===== src/rtl/reg_dump_ctrl.sv =====
// Debug-read scheduler: freezes the pipeline, borrows register bank
// read port 1 and streams every register to the debug unit.
//
// Ports:
//   clk, reset         clock, async active-high reset
//   i_dump_req         dump request (sampled in IDLE only)
//   i_pipe_empty       no register write pending in EX/MEM/WB
//   i_rf_data          combinational read data of bank port 1
//   i_dump_ready       debug unit accepts current word
//   o_stall_pipe       freeze PC/IF/ID, bubble ID->EX
//   o_rf_sel           port 1 address taken from o_rf_addr
//   o_rf_addr          register index being read
//   o_dump_valid       o_dump_data/o_dump_index valid
//   o_dump_data        captured register value
//   o_dump_index       index of o_dump_data
//   o_dump_done        one-cycle pulse after last word accepted
//   o_busy             high outside IDLE
module reg_dump_ctrl #(
  parameter int NUM_REGS   = 32,
  parameter int ADDR_WIDTH = 5
) (
  input  logic                  clk,
  input  logic                  reset,
  input  logic                  i_dump_req,
  input  logic                  i_pipe_empty,
  input  logic [31:0]           i_rf_data,
  input  logic                  i_dump_ready,
  output logic                  o_stall_pipe,
  output logic                  o_rf_sel,
  output logic [ADDR_WIDTH-1:0] o_rf_addr,
  output logic                  o_dump_valid,
  output logic [31:0]           o_dump_data,
  output logic [ADDR_WIDTH-1:0] o_dump_index,
  output logic                  o_dump_done,
  output logic                  o_busy
);

  typedef enum logic [2:0] {
    IDLE,
    DRAIN,
    READ,
    SEND,
    DONE
  } state_t;

  localparam logic [ADDR_WIDTH-1:0] LAST =
    ADDR_WIDTH'(NUM_REGS - 1);

  state_t                state;
  state_t                state_nx;
  logic [ADDR_WIDTH-1:0] cnt;
  logic [ADDR_WIDTH-1:0] cnt_nx;

  always_ff @(posedge clk or posedge reset) begin
    if (reset) begin
      state        <= IDLE;
      cnt          <= '0;
      o_dump_data  <= '0;
      o_dump_index <= '0;
    end else begin
      state <= state_nx;
      cnt   <= cnt_nx;
      if (state == READ) begin
        o_dump_data  <= i_rf_data;
        o_dump_index <= cnt;
      end
    end
  end

  // Terminal compare happens before the increment, so the
  // counter never wraps past NUM_REGS-1.
  always_comb begin
    state_nx = state;
    cnt_nx   = cnt;
    unique case (state)
      IDLE: begin
        if (i_dump_req) begin
          state_nx = DRAIN;
          cnt_nx   = '0;
        end
      end
      DRAIN: begin
        if (i_pipe_empty) state_nx = READ;
      end
      READ: state_nx = SEND;
      SEND: begin
        if (i_dump_ready) begin
          if (cnt == LAST) begin
            state_nx = DONE;
          end else begin
            cnt_nx   = cnt + 1'b1;
            state_nx = READ;
          end
        end
      end
      DONE: state_nx = IDLE;
      default: state_nx = IDLE;
    endcase
  end

  // Moore outputs; reset forces state to IDLE, so stall drops
  // asynchronously with reset.
  assign o_busy       = (state != IDLE);
  assign o_stall_pipe = (state != IDLE);
  assign o_rf_sel     = (state == READ);
  assign o_rf_addr    = (state == READ) ? cnt : '0;
  assign o_dump_valid = (state == SEND);
  assign o_dump_done  = (state == DONE);

endmodule


===== config.mk =====
export PLATFORM = sky130hd
export DESIGN_NAME = reg_dump_ctrl
export DESIGN_NICKNAME = d
export VERILOG_FILES = /design/src/rtl/reg_dump_ctrl.sv
export SDC_FILE = /design/constraint.sdc
export NUM_CORES = 1
export LEC_CHECK = 0
export BUFFER_PORTS_ARGS = -buffer_cell sky130_fd_sc_hd__buf_2
export CAP_MARGIN = 25
export CORE_ASPECT_RATIO = 1.2
export CORE_MARGIN = 5
export CORE_UTILIZATION = 51
export CTS_CLUSTER_DIAMETER = 50
export DETAILED_ROUTE_END_ITERATION = 12
export GPL_TIMING_DRIVEN = 0
export PLACE_DENSITY_LB_ADDON = 0.1
export SYNTH_ARGS = -nofsm -noshare
export SYNTH_HDL_FRONTEND = slang
export SYNTH_SLANG_ARGS = --single-unit

===== constraint.sdc =====
create_clock -name clk -period 2.5 [get_ports clk]
set_input_delay 0.375 -clock clk [delete_from_list [all_inputs] [get_ports clk]]
set_output_delay 0.375 -clock clk [all_outputs]
set_load 0.005 [all_outputs]

==> summary.txt <==
Layout
  • Layout area overhead: 29.44%
  • Most common cell after layout, fill and taps aside: buf_2
  • Layout cells sized above 1: 61.23%
  • Layout Cells excl Fill: 281
  • Final Util: 67.81%
  • Fillers: 288
  • Commonest cells after routing, fill and taps aside: buf_2, dfrtp_1, mux2_4, and2_1, clkbuf_8
  • Diode count: 0
  • Nets: 265

Timing
  • Final worst-path cycle share: 82.61%
  • Setup violators final: 0
  • Final worst path period need: 2.065 ns
  • Worst hold slack: 0.2699 ns
  • FMAX: 0.4842 GHz
  • TNS Setup: 0 ns
  • Slew margin rel.: 39.41%
  • Worst-Margin Slew: 0.9075 ns
  • RSZ-0062 raised after global routing: false
  • Clock Skews: 0.005405 ns
  • Slew Viols, Final: 0
  • Final Hold Fails: 0

Global routing
  • Met3 Usage GRT: 5.775%
  • Vias in the first global route: 1456
  • GRT Max-Usage Layer: met2
  • Tot GR Track Use: 16.63%
  • Met1 Usage GRT: 19.03%
  • GRT met2 Usage: 28.14%
  • Largest net degree at the start of global routing: 46
  • GRT Residual Overflow: 0
  • First-pass GRT wire length: 6762 µm
  • Initial antenna violation count: 0

Critical path
  • CP Max Fanout: 10
  • R2r worst-path depth: 6
  • WP data required: 2.12 ns
  • Highest-delay cell along the critical path: dfrtp_1
  • Crit path launch type: register
  • Worst setup EP type: output port
  • Arrival @ worst endpoint: 1.69 ns
  • CP peak stage delay: 0.46 ns
  • RR Startpoint: cnt[0]
  • Buffers & Inverters on Critical Path: 3
  • Critical path class: reg2out
  • Cells along the critical path: nor2b_1, nor2b_1, buf_6, buf_6, and2_1, buf_2
  • Flop-to-flop setup slack: 0.61 ns
  • Delay-heaviest family, CP: simple AND/OR/NAND/NOR gates
  • R2R Path End: cnt[1]

Detailed routing
  • Overall routed net length: 4411 µm
  • Wirelength per Cell: 15.70 µm
  • Initial drt markers: 29
  • Vias after detailed routing: 1399
  • Detailed-route DRC error count: 0
  • Routed vias/inst: 4.979
  • Antenna Nets Post-Route: 0
  • DR pass1 iterations: 4

Clock tree
  • Gates resized, CTS repair: 0
  • Root Buffer: clkbuf_8
  • TritonCTS clock tree: yes
  • Clk slew on worst S/H paths: 0.08 ns
  • Skew-Pair Late Insertion Delay: 0.29 ns
  • Clock buffer depth: 2
  • Total CTS buffers: 5
  • Clock Sink Count: 45
  • CTS Hold Bufs: 0
  • H-tree depth: 2
  • Setup Buffers After CTS: 0

Hold path
  • Hold Crit Class: in2async

Die
  • Die ar.: 5389 µm²
  • Core area: 3910 µm²
  • Ports: 84
  • Die Height: 79.42 µm
  • Initial Util: 52.38%
  • Die W: 67.85 µm
  • Num rows: 25

Synth
  • Post-Syn Area per Cell: 15.06 µm²
  • Cell taking the most area after synthesis: dfrtp_1
  • Post-synthesis cell area: 2048 µm²
  • Synth warn: 0
  • Post-synth ARST share: 100.0%
  • Post-synthesis register bit count: 45
  • Primary FF master, synth: dfrtp_1
  • Sequential fraction of the synthesis area: 54.98%
  • Post-Syn Instances: 136
  • Syn_nets: 175
  • Share of the synthesized area in the top cell type: 54.98%
  • Synth cell types: 29
  • EDFF count, synth: 0
  • Top cells by area, synth: dfrtp_1, mux2_4, buf_6

Placement
  • Buffers on Ports: 83
  • Dpl cells: 273
  • Final Wtd Congestion: 0.8496
  • Hpwl dp: 3309 µm

Run
  • Max cap viols: 0

Power and ir drop
  • Pleak: 1.368 nW
  • VDD IR max: 527.5 µV
  • PwrDens: 1268 nW/µm²

Outcome
  • Status: finished, final reports clean
[worst reg2reg max path, cell delays in order (launching register included)]
cell and delay, ns:
dfrtp_1 0.43, ha_1 0.24, and3_1 0.19, ha_1 0.20, nand4b_1 0.21, a21oi_2 0.31, mux2i_1 0.23
[per-stage QoR]
step           power, mW  worst slack (ns)  cell area, µm²
2_1_floorplan      2.269            0.8331            2048
3_3_place_gp       2.751            0.6224            2531
3_5_place_dp       2.825            0.6081            2531
4_1_cts            3.406            0.4114            2651
5_1_grt            3.571            0.2812            2651
6_report           3.362            0.4348            2651
[routing by layer]
metal  routed length [µm]  up-vias
met5                    0        -
met4                   81        0
met3                  333       11
met2                 2269       48
met1                 1727      685
li1                     -      655
[worst max path at each step]
stage | slack [ns] | from | end | depth (start not counted)
after floorplan | 0.83 | cnt[0] | cnt[1] | 6
after global placement | 0.62 | reset | o_dump_data[2] | 2
after detailed placement | 0.61 | cnt[0] | cnt[1] | 6
after CTS | 0.41 | state[2] | o_rf_addr[3] | 6
after global routing | 0.28 | state[2] | o_rf_addr[3] | 6
final | 0.43 | state[2] | o_rf_addr[2] | 6
[flip-flops by register name, summed over array words and instances, names as in the netlist]
signal,cells
o_dump_data,32
cnt,5
o_dump_index,5
state,3
[final cells by class]
cell class                      instances  area, µm²  share of cell area [%]
Inverter                                6      22.52                  0.8495
Clock inverter                          2      37.54                   1.416
Timing Repair Buffer                   83      415.4                   15.67
Clock buffer                            6      82.58                   3.115
Sequential cell                        45       1126                   42.47
Buffer                                  9      77.57                   2.926
Multi-Input combinational cell         76      822.0                   31.01
Tap cell                               54      67.56                   2.548
[cell families (layout without fill, tap and decap cells)]
group,Yosys count,after routing,synth area share [%]
flops,45,45,54.98
mux,40,40,28.10
simple gates,28,28,8.735
buf+inv,15,106,4.887
compound gates,6,6,2.077
fa+ha+maj,2,2,1.222
[cells in the mapped netlist, types with 3 or more instances]
master and instances:
mux2_2 4, buf_6 5, nor2b_1 3, dfrtp_1 45
inv_1 6, nand2_1 3, mux2_4 34, and2_1 6
[power breakdown]
part	internal, mW	switching (mW)	total (mW)
sequential	1.08	0.215	1.30
combinational	0.924	0.577	1.50
clock	0.325	0.239	0.563
total	2.33	1.03	3.36
Note: power is estimated with default switching activity, not from simulation.
